===== src/rtl/text_console_pkg.sv =====
// Shared definitions for the text console: FSM states, control codes,
// tram word field layout and a helper that packs one character cell.
package text_console_pkg;

  typedef enum logic [1:0] {
    ST_IDLE   = 2'd0,
    ST_CLEAR  = 2'd1,
    ST_SCROLL = 2'd2
  } state_t;

  // Control codes understood by the console
  localparam logic [7:0] CH_BS    = 8'h08;
  localparam logic [7:0] CH_LF    = 8'h0A;
  localparam logic [7:0] CH_FF    = 8'h0C;
  localparam logic [7:0] CH_CR    = 8'h0D;
  localparam logic [7:0] CH_SPACE = 8'h20;

  // Field positions inside a tram word (same layout textmode reads)
  localparam int GLYPH_LSB = 0;
  localparam int FG_LSB    = 8;
  localparam int BG_LSB    = 12;

  function automatic logic is_printable(input logic [7:0] c);
    return (c >= 8'h20) && (c <= 8'h7E);
  endfunction

  // Low 16 bits of a tram word: {bg, fg, glyph}
  function automatic logic [15:0] cell_word(input logic [7:0] glyph,
                                            input logic [3:0] fg,
                                            input logic [3:0] bg);
    logic [15:0] w;
    w = '0;
    w[GLYPH_LSB +: 8] = glyph;
    w[FG_LSB +: 4]    = fg;
    w[BG_LSB +: 4]    = bg;
    return w;
  endfunction

endpackage


===== src/rtl/text_console_addr_wrap_add.sv =====
// Modular address add: y = (a + b) mod DEPTH, valid when a, b < DEPTH,
// so a single conditional subtract is enough.
module addr_wrap_add #(
  parameter int ADDRW = 11,
  parameter int DEPTH = 2016
) (
  input  logic [ADDRW-1:0] a,
  input  logic [ADDRW-1:0] b,
  output logic [ADDRW-1:0] y
);

  logic [ADDRW:0] sum;

  // Add with one extra bit, then fold back into 0..DEPTH-1
  always_comb begin
    sum = {1'b0, a} + {1'b0, b};
    if (sum >= (ADDRW+1)'(DEPTH)) begin
      y = ADDRW'(sum - (ADDRW+1)'(DEPTH));
    end else begin
      y = sum[ADDRW-1:0];
    end
  end

endmodule


===== src/rtl/text_console.sv =====
// Character-stream console owning the tram write port: cursor handling,
// control codes, line wrap, and hardware scrolling by moving scroll_offs
// and blanking the recycled top line.
//
// Handshake: a byte is taken on a rising edge where in_valid && in_ready;
// in_ready is high only in IDLE, and in_data/in_fg/in_bg are don't-care
// whenever in_valid is low.
module text_console
  import text_console_pkg::*;
#(
  parameter int         ADDRW          = 11,
  parameter int         WORD           = 32,
  parameter int         HRES           = 84,
  parameter int         VRES           = 24,
  parameter logic [3:0] DEF_FG         = 4'hF,
  parameter logic [3:0] DEF_BG         = 4'h0,
  parameter logic       CLEAR_ON_RESET = 1'b1
) (
  input  logic             clk_sys,
  input  logic             rst_sys,
  input  logic [7:0]       in_data,
  input  logic [3:0]       in_fg,
  input  logic [3:0]       in_bg,
  input  logic             in_valid,
  output logic             in_ready,
  output logic [3:0]       tram_we,
  output logic [ADDRW-1:0] tram_addr,
  output logic [WORD-1:0]  tram_din,
  output logic [ADDRW-1:0] scroll_offs,
  output logic [ADDRW-1:0] cursor_x,
  output logic [ADDRW-1:0] cursor_y,
  output logic             busy,
  output logic [1:0]       dbg_state
);

  localparam int DEPTH = HRES * VRES;

  localparam logic [ADDRW-1:0] ONE     = ADDRW'(1);
  localparam logic [ADDRW-1:0] H_A     = ADDRW'(HRES);
  localparam logic [ADDRW-1:0] LAST_X  = ADDRW'(HRES - 1);
  localparam logic [ADDRW-1:0] LAST_Y  = ADDRW'(VRES - 1);
  localparam logic [ADDRW-1:0] DEPTH_A = ADDRW'(DEPTH);

  state_t           state, state_n;
  logic [ADDRW-1:0] line_base, line_base_n;
  logic [ADDRW-1:0] cnt, cnt_n;
  logic [3:0]       fill_fg, fill_fg_n;
  logic [3:0]       fill_bg, fill_bg_n;
  logic [ADDRW-1:0] cursor_x_n, cursor_y_n, scroll_offs_n;
  logic [3:0]       we_n;
  logic [ADDRW-1:0] addr_n;
  logic [WORD-1:0]  din_n;
  logic             ready_n, busy_n;
  logic             accept, do_newline;

  // Adder operands and results
  logic [ADDRW-1:0] x_sel, cell_addr, line_next, scroll_next, fill_addr;

  // Backspace writes at the column it moves back to
  always_comb begin
    x_sel = (in_data == CH_BS) ? (cursor_x - ONE) : cursor_x;
  end

  addr_wrap_add #(.ADDRW(ADDRW), .DEPTH(DEPTH)) u_cell (
    .a(line_base), .b(x_sel), .y(cell_addr));

  addr_wrap_add #(.ADDRW(ADDRW), .DEPTH(DEPTH)) u_line (
    .a(line_base), .b(H_A), .y(line_next));

  addr_wrap_add #(.ADDRW(ADDRW), .DEPTH(DEPTH)) u_scroll (
    .a(scroll_offs), .b(H_A), .y(scroll_next));

  addr_wrap_add #(.ADDRW(ADDRW), .DEPTH(DEPTH)) u_fill (
    .a(scroll_offs), .b(cnt), .y(fill_addr));

  assign dbg_state = state;

  // Next-state and next-output decode for the IDLE/CLEAR/SCROLL machine
  always_comb begin
    state_n       = state;
    line_base_n   = line_base;
    cnt_n         = cnt;
    fill_fg_n     = fill_fg;
    fill_bg_n     = fill_bg;
    cursor_x_n    = cursor_x;
    cursor_y_n    = cursor_y;
    scroll_offs_n = scroll_offs;
    we_n          = 4'b0000;
    addr_n        = tram_addr;
    din_n         = tram_din;
    accept        = in_valid && in_ready;
    do_newline    = 1'b0;

    case (state)
      ST_IDLE: begin
        if (accept) begin
          if (is_printable(in_data)) begin
            we_n   = 4'b1111;
            addr_n = cell_addr;
            din_n  = {{(WORD-16){1'b0}}, cell_word(in_data, in_fg, in_bg)};
            if (cursor_x == LAST_X) begin
              do_newline = 1'b1;
            end else begin
              cursor_x_n = cursor_x + ONE;
            end
          end else begin
            case (in_data)
              CH_LF: do_newline = 1'b1;
              CH_CR: cursor_x_n = '0;
              CH_BS: begin
                if (cursor_x != '0) begin
                  cursor_x_n = cursor_x - ONE;
                  we_n       = 4'b1111;
                  addr_n     = cell_addr;
                  din_n      = {{(WORD-16){1'b0}}, cell_word(CH_SPACE, in_fg, in_bg)};
                end
              end
              CH_FF: begin
                state_n   = ST_CLEAR;
                cnt_n     = '0;
                fill_fg_n = in_fg;
                fill_bg_n = in_bg;
              end
              default: ;
            endcase
          end

          // Line feed or wrap: step down, or recycle the top line
          if (do_newline) begin
            cursor_x_n = '0;
            if (cursor_y != LAST_Y) begin
              cursor_y_n  = cursor_y + ONE;
              line_base_n = line_next;
            end else begin
              state_n   = ST_SCROLL;
              cnt_n     = '0;
              fill_fg_n = in_fg;
              fill_bg_n = in_bg;
            end
          end
        end
      end

      ST_SCROLL: begin
        if (cnt == H_A) begin
          // Old top line becomes the new bottom (cursor) line
          state_n       = ST_IDLE;
          scroll_offs_n = scroll_next;
          line_base_n   = scroll_offs;
        end else begin
          we_n   = 4'b1111;
          addr_n = fill_addr;
          din_n  = {{(WORD-16){1'b0}}, cell_word(CH_SPACE, fill_fg, fill_bg)};
          cnt_n  = cnt + ONE;
        end
      end

      ST_CLEAR: begin
        if (cnt == DEPTH_A) begin
          state_n       = ST_IDLE;
          scroll_offs_n = '0;
          line_base_n   = '0;
          cursor_x_n    = '0;
          cursor_y_n    = '0;
        end else begin
          we_n   = 4'b1111;
          addr_n = cnt;
          din_n  = {{(WORD-16){1'b0}}, cell_word(CH_SPACE, fill_fg, fill_bg)};
          cnt_n  = cnt + ONE;
        end
      end

      default: state_n = ST_IDLE;
    endcase

    ready_n = (state_n == ST_IDLE);
    busy_n  = (state_n != ST_IDLE);
  end

  // State and all registered outputs; reset wins over everything
  always_ff @(posedge clk_sys) begin
    if (rst_sys) begin
      state       <= CLEAR_ON_RESET ? ST_CLEAR : ST_IDLE;
      line_base   <= '0;
      cnt         <= '0;
      fill_fg     <= DEF_FG;
      fill_bg     <= DEF_BG;
      cursor_x    <= '0;
      cursor_y    <= '0;
      scroll_offs <= '0;
      tram_we     <= 4'b0000;
      tram_addr   <= '0;
      tram_din    <= '0;
      in_ready    <= ~CLEAR_ON_RESET;
      busy        <= CLEAR_ON_RESET;
    end else begin
      state       <= state_n;
      line_base   <= line_base_n;
      cnt         <= cnt_n;
      fill_fg     <= fill_fg_n;
      fill_bg     <= fill_bg_n;
      cursor_x    <= cursor_x_n;
      cursor_y    <= cursor_y_n;
      scroll_offs <= scroll_offs_n;
      tram_we     <= we_n;
      tram_addr   <= addr_n;
      tram_din    <= din_n;
      in_ready    <= ready_n;
      busy        <= busy_n;
    end
  end

endmodule

===== config.mk =====
export PLATFORM = sky130hd
export DESIGN_NAME = text_console
export DESIGN_NICKNAME = d
export VERILOG_FILES = /design/src/rtl/text_console_pkg.sv /design/src/rtl/text_console_addr_wrap_add.sv /design/src/rtl/text_console.sv
export SDC_FILE = /design/constraint.sdc
export NUM_CORES = 1
export LEC_CHECK = 0
export BUFFER_PORTS_ARGS = -buffer_cell sky130_fd_sc_hd__buf_4
export CAP_MARGIN = 0
export CORE_MARGIN = 2
export CORE_UTILIZATION = 37
export CTS_BUF_LIST = sky130_fd_sc_hd__clkbuf_8
export CTS_CLUSTER_SIZE = 16
export DETAILED_ROUTE_END_ITERATION = 12
export GPL_TIMING_DRIVEN = 0
export MAX_ROUTING_LAYER = met4
export SYNTH_ARGS = -nofsm -noshare
export SYNTH_HDL_FRONTEND = slang
export SYNTH_HIERARCHICAL = 1
export SYNTH_SLANG_ARGS = --single-unit

===== constraint.sdc =====
create_clock -name clk_sys -period 6 [get_ports clk_sys]
set_input_delay 0.9 -clock clk_sys [delete_from_list [all_inputs] [get_ports clk_sys]]
set_output_delay 0.9 -clock clk_sys [all_outputs]
set_load 0.02 [all_outputs]

==> results.toml, run 1 <==
[die]
fp.dieH_um = 157
ios = 103
die_width_um = 157
dieArea_um2 = 24700
start_util_pct = 38.0
coreArea_um2 = 22800
row_count = 55

[power_and_ir_drop]
power_density_nw_per_um2 = 201
peakVddDrop_v = 0.000115
leakage_nw = 4.07

[sta]
hold_viol_final = 0
tightest_slew_ps = 979
fin_skew_ps = 17.0
final_max_slew_viol_count = 0
rsz0062_at_grt = "no"
tns_ps = 0
setup_viol = 0
relSlewSlack_pct = 34.7
max_freq_ghz = 0.187
min_period_ps = 5340
holdWs_ps = 462
fin_crit_sh_pct = 89.0

[routing]
post_drt_wl_per_cell_um = 19.2
drt-pass1-iter-count = 6
vias_per_cell = 5.90
drt_iter0_markers = 800
postRouteAntennaNets = 0
vias = 9044
finalWirelength_um = 29400
drc = 0

[yosys]
synth_edf_count = 0
ys_ff_latch = 95
synthDistinctLibCells = 104
ys.flop_type = "dfxtp_1"
syn_inst = 1081
syn-cell-area_um2 = 8660
synth-async-reset-ratio_pct = 0
yosysWarnings = 6
ys_seq_area_share_pct = 22.0
syn_area_per_cell_um2 = 8.01

[worst_setup_path]
worstPathMaxFanout = 10
endpoint_kind = "flip-flop"
cp.arrival_ps = 5600
max_stage_delay_ps = 840
cp_top_family = "simple AND/OR/NAND/NOR gates"
crit_slowest_cell = "nor4b_2"
critPathBufInv = 4
required_ps = 6260
start_kind = "input port"
worstSetupPathType = "input port to flip-flop"
crit_path_cell_trace = "buf_2 -> nor4b_2 -> nand2_2 -> inv_1 -> buf_2 -> ha_1 -> inv_1 -> ha_1 -> fa_1 -> a211oi_2 -> o211ai_2 -> nand2_2 -> xor2_1 -> nor4_4 -> a21oi_2 -> mux2_4 -> nor2_1 -> a21oi_1 -> nand4_1 -> o21ai_0"

[final_layout]
fin_area_um2 = 10000
fillers = 2328
diodes = 0
layout.nets = 1296
layout-area-overhead-vs-synth_pct = 16.0
layout-drive-gt1-share_pct = 17.6

[clock_network]
clock_latency_ps = 400
cts-hold-fix-buffers = 0
cts_setup_buffers = 0
numCtsBuffers = 9
cts_resized = 0
clock-sinks = 95
path_clk_slew_ps = 90
ctsHtreeMaxLevel = 3
cts-root-buf = "clkbuf_8"
cts_tree = "yes"
cts.path.max_buffers = 2

[global_route]
grt_use_met3_pct = 3.50
use_met2_pct = 36.3
gr-max-usage-layer = "met2"
use_met1_pct = 34.0
grt_pass1_wl_um = 45500
grtUsageTotal_pct = 24.1
grt_pass1_vias = 8171
antenna_found_initial = 0
grt_overflow = 0
grt_max_degree = 17

[placed_design]
place_area_um2 = 9830
io_buffers = 84
gp_congestion = 0.940
dp_hpwl_um = 22400

[job]
drv_cap = 0

[run_status]
outcome = "completed"

[hold_path]
hold_path_class = "flip-flop to flip-flop"
[registers in the layout, summed over array words and instances (netlist names), 11 cells and up]
signal / cells
cnt: 11
line_base: 11
cursor_y: 11
tram_din: 16
scroll_offs: 11
cursor_x: 11
tram_addr: 11
[cell usage after synthesis (7+ instances only)]
cell type / count / area [um2]
o21ai_0: 50 / 250
o211ai_1: 12 / 90.1
nand2_1: 76 / 285
nor3_1: 12 / 60.1
ha_1: 59 / 738
o211ai_2: 15 / 188
o41ai_1: 8 / 70.1
inv_1: 32 / 120
and2_1: 7 / 43.8
a21o_1: 12 / 90.1
a22oi_1: 11 / 82.6
nand4_1: 45 / 282
buf_4: 20 / 150
o32ai_1: 11 / 96.3
xnor2_1: 26 / 228
clkbuf_1: 50 / 188
mux2i_1: 13 / 130
a311oi_1: 14 / 123
nor4_1: 8 / 50.1
a211oi_1: 20 / 150
a31oi_1: 24 / 150
dfxtp_1: 95 / 1900
nor2b_1: 11 / 68.8
buf_2: 14 / 70.1
xor2_1: 19 / 166
a211oi_2: 7 / 87.6
and3_1: 12 / 75.1
a21oi_1: 99 / 495
nor2_1: 52 / 195
nand3_1: 56 / 280
nand2b_1: 15 / 93.8
o31ai_1: 7 / 52.6
[layer usage]
layer | up-vias | wire, um | part of all wire [%]
met4 | 0 | 499 | 1.7
met2 | 336 | 13100 | 45
met3 | 44 | 1950 | 6.6
met5 | - | 0 | 0
li1 | 4356 | - | -
met1 | 4308 | 13800 | 47
[kinds of logic after synthesis]
| kind of cell | count (synthesis) | share of synthesized area, % |
|---|---|---|
| compound gates | 381 | 31.9 |
| xor+xnor | 48 | 5.11 |
| fa+ha+maj | 63 | 9.45 |
| buf+inv | 122 | 6.35 |
| flops | 95 | 22.0 |
| mux | 21 | 2.67 |
| other cells | 2 | 0.0867 |
| simple gates | 349 | 22.5 |
[layout by cell type, fill, tap and decap left out, drive strengths merged, types with 13 or more instances in the layout]
master / netlist / routed
a311oi: 14 / 14
nand3: 57 / 57
nand2: 80 / 80
a31oi: 24 / 24
nor4: 13 / 13
conb: 2 / 40
nor3: 13 / 13
a21o: 15 / 15
a21oi: 102 / 102
o211ai: 27 / 27
mux2i: 13 / 13
dfxtp: 95 / 95
nand4: 46 / 46
clkbuf: 50 / 59
o21ai: 62 / 62
inv: 33 / 35
nand2b: 15 / 15
ha: 59 / 59
a211oi: 27 / 27
buf: 38 / 122
xnor2: 27 / 27
nor2: 54 / 54
xor2: 21 / 21
[worst min-delay path, cell delays in order, from the launching register on]
cell     delay, ps
dfxtp_1        320
nand2_1         50
o21ai_0         60
[final timing paths]
| path | start | to | slack, ps | cells past startpoint |
|---|---|---|---|---|
| worst max-delay path | in_data[0] | tram_addr[6] | 660 | 20 |
| worst min-delay path | tram_addr[7] | tram_addr[7] | 460 | 2 |
| worst max register to register | cursor_x[0] | tram_addr[6] | 1430 | 16 |
| worst min register to register | tram_addr[7] | tram_addr[7] | 460 | 2 |
[power by group]
group	switching (W)	internal, W
sequential	0.0000547	0.000674
clock	0.000266	0.000237
combinational	0.000488	0.000301
[stage by stage]
step                      power [W]  setup slack, ps  std cells  util [%]
after global routing        0.00213              382       1532      44.1
after CTS                   0.00202              854       1532      44.1
after floorplan             0.00129             1460       1119         -
after detailed placement    0.00151              459       1516      43.1
after global placement      0.00151              428       1516      43.1
final                       0.00202              661       1532      44.1
[layout make-up]
cell class                 instances  area [um2]  share of cell area, %
buffer                            88         423                   4.21
clock buffer                       9         124                   1.23
clock inverter                     7        97.6                  0.971
inverter                          34         128                   1.27
multi-input combinational        902        6350                   63.2
sequential                        95        1900                   18.9
tap                              313         392                   3.90
timing repair buffer              84         631                   6.27
No activity file was read; power rests on OpenSTA's default activity.
==> inputs of run 2 (changes only) <==
--- a/config.mk
+++ b/config.mk
@@ -5,6 +5,7 @@
 export SDC_FILE = /design/constraint.sdc
 export NUM_CORES = 1
 export LEC_CHECK = 0
+export ABC_AREA = 1
 export BUFFER_PORTS_ARGS = -buffer_cell sky130_fd_sc_hd__buf_4
 export CAP_MARGIN = 0
 export CORE_MARGIN = 2
==> constraint.sdc (replaced) <==
create_clock -name clk_sys -period 5.7 [get_ports clk_sys]
set_input_delay 0.855 -clock clk_sys [delete_from_list [all_inputs] [get_ports clk_sys]]
set_output_delay 0.855 -clock clk_sys [all_outputs]
set_load 0.02 [all_outputs]
==> run 2 against run 1 <==
  * Combinational power grew to 2.7 times the previous value
  * Worst setup slack improved by 750 ps
  * Cell count rose by 29%
  * Clock skew grew 3.9 ps
  * Sequential power grew 26%
  * Core utilization fell by 1.3 points
  * Register-to-register slack gained 500 ps
  * First-iteration DRC count is 5.9% lower
  * Synthesized cell count rose by 40%
  * Via count is 9.0% higher
  * Routed wire length down 5.2%
  * Critical path type unchanged
  * Critical endpoint is now tram_addr[5]
  * Highest routed layer unchanged
==> results.toml, run 2 <==
[yosys]
synth.area.mux_share_pct = 0.753
synth_simple_gate_area_share_pct = 47.4
synth_most_common_cell = "nand2_1"
synth_top_area_cell = "dfxtp_1"
synth_commonest_cells = "nand2_1, nor2_1, inv_1"
ys_ff_latch = 95
ys_seq_area_share_pct = 20.4
synthDistinctLibCells = 46
syn_area_per_cell_um2 = 6.16
yosys.area_share.adder_pct = 8.79
synth_xor_area_share_pct = 2.73
synth_compound_area_share_pct = 8.82
syn-cell-area_um2 = 9310
synth_top_family_by_area = "simple AND/OR/NAND/NOR gates"
yosysWarnings = 6
syn_inst = 1511
synth_largest_type_area_fraction_pct = 20.4
yosys-top-cells-area = "dfxtp_1, nand2_1, ha_1"
synth_edf_count = 0
synth-async-reset-ratio_pct = 0
ys.flop_type = "dfxtp_1"

[global_route]
grt_pass1_vias = 8902
grtUsageTotal_pct = 21.7
grt_max_degree = 19
grt_overflow = 0
antenna_found_initial = 0
grt_pass1_wl_um = 44700

[sta]
tightest_slew_ps = 858
tns_ps = 0
final_max_slew_viol_count = 0
min_period_ps = 4290
fin_crit_sh_pct = 75.2
fin_skew_ps = 21.0
relSlewSlack_pct = 42.8
max_freq_ghz = 0.233
hold_viol_final = 0
setup_viol = 0
rsz0062_at_grt = "no"

[die]
dieArea_um2 = 26400
ios = 103
row_count = 58
start_util_pct = 37.3
coreArea_um2 = 25000
die_width_um = 163
fp.dieH_um = 163

[clock_network]
cts_setup_buffers = 0
cts_resized = 0
clock_latency_ps = 400
clock-sinks = 95
numCtsBuffers = 9
cts.path.max_buffers = 2
cts_tree = "yes"
cts-hold-fix-buffers = 0
path_clk_slew_ps = 110
cts-root-buf = "clkbuf_8"
ctsHtreeMaxLevel = 3

[final_layout]
layout-area-overhead-vs-synth_pct = 15.0
largest_reg_flops = 16
fin_util_pct = 42.9
layout-drive-gt1-share_pct = 16.4
layout_common_cells = "nand2_1, nor2_1, inv_1, nand3_1, buf_4"
layout.nets = 1728
regMostFlops = "tram_din"
diodes = 0
final_common_cell = "nand2_1"

[worst_setup_path]
start_kind = "input port"
cp.arrival_ps = 4590
critPathBufInv = 6
crit_slowest_cell = "fa_1"
cp_top_family = "simple AND/OR/NAND/NOR gates"
worstSetupPathType = "input port to flip-flop"
endpoint_kind = "flip-flop"
cp_common_cell = "nand2_1"
r2r_slack_ps = 1930
max_stage_delay_ps = 470
worstPathMaxFanout = 10
required_ps = 6000

[run_status]
outcome = "completed"

[routing]
vias_per_cell = 4.98
drt_iter0_markers = 753
drc = 0
drt-pass1-iter-count = 5
vias = 9857
finalWirelength_um = 27900
post_drt_wl_per_cell_um = 14.1
postRouteAntennaNets = 0

[power_and_ir_drop]
p_sw_w = 0.00177
leakage_nw = 5.51
swShare_pct = 50.7
power.internal_w = 0.00172
p_comb_share_pct = 60.4
seqPwrFrac_pct = 26.4
power_density_nw_per_um2 = 326
p_clk_share_pct = 13.2
peakVddDrop_v = 0.000138

[placed_design]
dp_hpwl_um = 22400
io_buffers = 86
gp_congestion = 0.914

[job]
drv_cap = 0

[hold_path]
hold_path_class = "flip-flop to flip-flop"
[run 2: cell types whose count changed after synthesis, sizes merged, moves of 14 or more]
| cell | before | now |
|---|---|---|
| a211oi | 27 | 0 |
| a21oi | 102 | 64 |
| a311oi | 14 | 0 |
| a31oi | 24 | 5 |
| clkbuf | 50 | 16 |
| inv | 33 | 167 |
| nand2 | 80 | 513 |
| nand2b | 15 | 0 |
| nand3 | 57 | 140 |
| nor2 | 54 | 204 |
| o211ai | 27 | 2 |
| o21ai | 62 | 39 |
| xnor2 | 27 | 8 |
[run 2: stage by stage]
step           std cells  instance area, um2  total power [W]  hold WS (ps)  setup slack, ps
2_1_floorplan       1549                9450          0.00243           442             1890
3_3_place_gp        1965               10500          0.00300           440             1060
3_5_place_dp        1965               10500          0.00302           441             1040
4_1_cts             1981               10700          0.00349           458             1460
5_1_grt             1981               10700          0.00377           480             1130
6_report            1981               10700          0.00349           456             1410
[run 2: path summary, 6_finish.rpt]
check                                 start      endpoint  cells past startpoint
worst max-delay path             in_data[6]  tram_addr[5]                     26
worst min-delay path            tram_din[7]   tram_din[7]                      2
worst max register to register  cursor_x[0]  tram_addr[7]                     20
worst min register to register  tram_din[7]   tram_din[7]                      2
[run 2: area by class of cell]
| type | instances | area, um2 |
|---|---|---|
| Buffer | 60 | 390 |
| Clock buffer | 9 | 124 |
| Clock inverter | 7 | 67.6 |
| Fill cell | 2705 | 14300 |
| Inverter | 169 | 634 |
| Multi-Input combinational cell | 1225 | 6520 |
| Sequential cell | 95 | 1900 |
| Tap cell | 330 | 413 |
| Timing Repair Buffer | 86 | 646 |
[run 2: worst reg2reg max path, delay by kind of cell (launching register included)]
family / cells / cell delay (ps)
and+or+nand+nor: 11 / 960
buffers and inverters: 2 / 210
xor gates and xnor gates: 1 / 170
adders and majority gates: 3 / 980
DFF: 1 / 470
AOI/OAI and AO/OA: 3 / 890
[run 2: cells by family after synthesis]
logic type                 after synthesis
xor gates and xnor gates                29
muxes                                    7
DFF                                     95
other                                    2
AOI/OAI and AO/OA                      137
and+or+nand+nor                        949
buffers and inverters                  229
adders and majority gates               63
[run 2: power by group through the flow]
stage	clock network (W)	registers [W]	logic (W)
detailed placement	0	0.000936	0.00208
floorplan	0	0.00102	0.00141
global route	0.000496	0.000939	0.00234
CTS	0.000475	0.000921	0.00209
finish	0.000461	0.000919	0.00211
global placement	0	0.000933	0.00207
[run 2: layer usage]
| layer | routed length, um | up-vias | part of all wire [%] | track usage [%] |
|---|---|---|---|---|
| met5 | 0 | - | 0 | - |
| li1 | - | 5106 | - | - |
| met3 | 1420 | 42 | 5.1 | 2.95 |
| met4 | 558 | 0 | 2.0 | 5.83 |
| met2 | 12800 | 252 | 46 | 35.3 |
| met1 | 13100 | 4457 | 47 | 28.5 |
==> inputs of run 3 (changes only) <==
==> constraint.sdc (replaced) <==
create_clock -name clk_sys -period 3.75 [get_ports clk_sys]
set_input_delay 0.5625 -clock clk_sys [delete_from_list [all_inputs] [get_ports clk_sys]]
set_output_delay 0.5625 -clock clk_sys [all_outputs]
set_load 0.02 [all_outputs]
==> run 3 against run 2 <==
  * Design area increased by 0.82%
  * Count of clock-buffer cells in the layout stayed put
  * Cell count grew 0.20%
  * Critical path type unchanged
  * Highest routed layer unchanged
  * Sequential share of layout area fell by 0.11 points
==> results.toml, run 3 (synthesized netlist as in run 2, its figures left out) <==
[routing]
drt_iter0_markers = 757
post_drt_wl_per_cell_um = 14.0
vias = 9831
postRouteAntennaNets = 0
drt-pass1-iter-count = 6
drc = 0
vias_per_cell = 4.95
finalWirelength_um = 27900

[worst_setup_path]
crit_slowest_cell = "fa_2"
cp_top_family = "simple AND/OR/NAND/NOR gates"
cp.arrival_ps = 3860
max_stage_delay_ps = 430
reg2reg_to = "tram_addr[5]"
reg2reg_depth = 22
start_kind = "input port"
timing.rr.start = "cursor_x[1]"
required_ps = 4060
cp_common_cell = "nand2_1"
worstSetupPathType = "input port to flip-flop"
r2r_slack_ps = 290
worstPathMaxFanout = 10
critPathBufInv = 6
endpoint_kind = "flip-flop"

[sta]
fin_skew_ps = 19.2
final_max_slew_viol_count = 0
max_freq_ghz = 0.281
min_period_ps = 3560
setup_viol = 0
finalWorstSetupSlack_ps = 192
hold_viol_final = 0
tightest_slew_ps = 843
relSlewSlack_pct = 43.8
fin_crit_sh_pct = 94.9
tns_ps = 0
holdWs_ps = 371

[clock_network]
clock-sinks = 95
cts-hold-fix-buffers = 0
cts_tree = "yes"
numCtsBuffers = 9
clock_latency_ps = 400
cts.path.max_buffers = 2
path_clk_slew_ps = 110
ctsHtreeMaxLevel = 3
cts-root-buf = "clkbuf_8"

[global_route]
grt_overflow = 0
grt_max_degree = 19
grtUsageTotal_pct = 21.7
antenna_found_initial = 0
grt_pass1_wl_um = 44700
grt_pass1_vias = 8902

[final_layout]
final_common_cell = "nand2_1"
seq_area_um2 = 1910
layout_common_cells = "nand2_1, nor2_1, inv_1, nand3_1, buf_4"
fillers = 2700
multi_input_area_um2 = 6570
layout-drive-gt1-share_pct = 17.3
largest_reg_flops = 16
diodes = 0
regMostFlops = "tram_din"
fin_area_um2 = 10800
layout.nets = 1732
layout-area-overhead-vs-synth_pct = 15.9

[die]
coreArea_um2 = 25000
fp.dieH_um = 163
dieArea_um2 = 26400
row_count = 58
die_width_um = 163
ios = 103
start_util_pct = 37.3

[placed_design]
dp_hpwl_um = 22400
gp_congestion = 0.914
io_buffers = 86
dp_slack_ps = -616
place_area_um2 = 10500

[hold_path]
hold_path_class = "input port to flip-flop"
hp-start = "in_fg[0]"
whs_path_depth = 3
hold_end = "fill_fg[0]"

[power_and_ir_drop]
peakVddDrop_v = 0.000211
leakage_nw = 5.55
power_density_nw_per_um2 = 494

[run_status]
outcome = "completed"

[job]
drv_cap = 0
run 3: cell count changes in the layout (fill, tap and decap cells not counted), sizes merged:
cell and change:
buf +4, clkinv +1, inv -1
run 3: per-layer routing:
layer	track usage [%]	wire (um)	part of all wire, %	vias to the layer above
li1	-	-	-	5110
met1	28.5	13100	47	4438
met2	35.3	12800	46	239
met3	2.95	1350	4.9	44
met4	5.83	592	2.1	0
met5	-	0	0	-
run 3: where the power goes:
group          switching, W  internal [W]  total [W]
Clock              0.000442      0.000258   0.000699
Sequential         0.000192       0.00121    0.00140
Combinational       0.00207       0.00117    0.00323
Total               0.00270       0.00263    0.00533
run 3: worst max path at each step:
stage                     depth (start not counted)         from           end  slack (ps)
final                                            25   in_data[6]  tram_addr[9]         190
after global routing                             25   in_data[6]  tram_addr[9]          -1
after CTS                                        20  cursor_x[0]  tram_addr[7]          30
after floorplan                                  25   in_data[7]  tram_addr[5]         230
after detailed placement                         26   in_data[6]  tram_addr[5]        -620
after global placement                           26   in_data[6]  tram_addr[5]        -590
run 3: stage by stage:
stage          std cells  total power (W)  util [%]
3_3_place_gp        1965          0.00457      42.1
4_1_cts             1981          0.00530      42.9
6_report            1985          0.00533      43.2
2_1_floorplan       1549          0.00369         -
5_1_grt             1985          0.00577      43.2
3_5_place_dp        1965          0.00459      42.1
run 3: area by class of cell:
cell class                 count  share of cell area (%)
buffer                        60                    3.65
multi-input combinational   1225                    60.9
clock buffer                   9                    1.15
clock inverter                 7                   0.626
timing repair buffer          90                    6.26
sequential                    95                    17.7
inverter                     169                    5.93
tap                          330                    3.83
run 3: worst register-to-register path, stage by stage, from the launching register on:
cell and delay (ps):
dfxtp_2 380, inv_1 120, ha_2 230, nand2_1 100, inv_1 110, nand2_1 80, o21ai_0 160, nand3_1 110
o21ai_0 120, ha_1 320, nand2_1 90, nand2_1 70, a31oi_1 120, o21ai_0 140, a21o_1 200, inv_1 210
or2_0 140, nand2_1 90, a22o_1 250, a21oi_1 140, nand2_1 70, nand2_1 70, nor2_1 40
run 3: what timing repair did:
action	CTS	global route
endpoints found under the setup margin	6	6
gates resized for setup	3	17
setup buffers	0	4
pin swaps	0	3
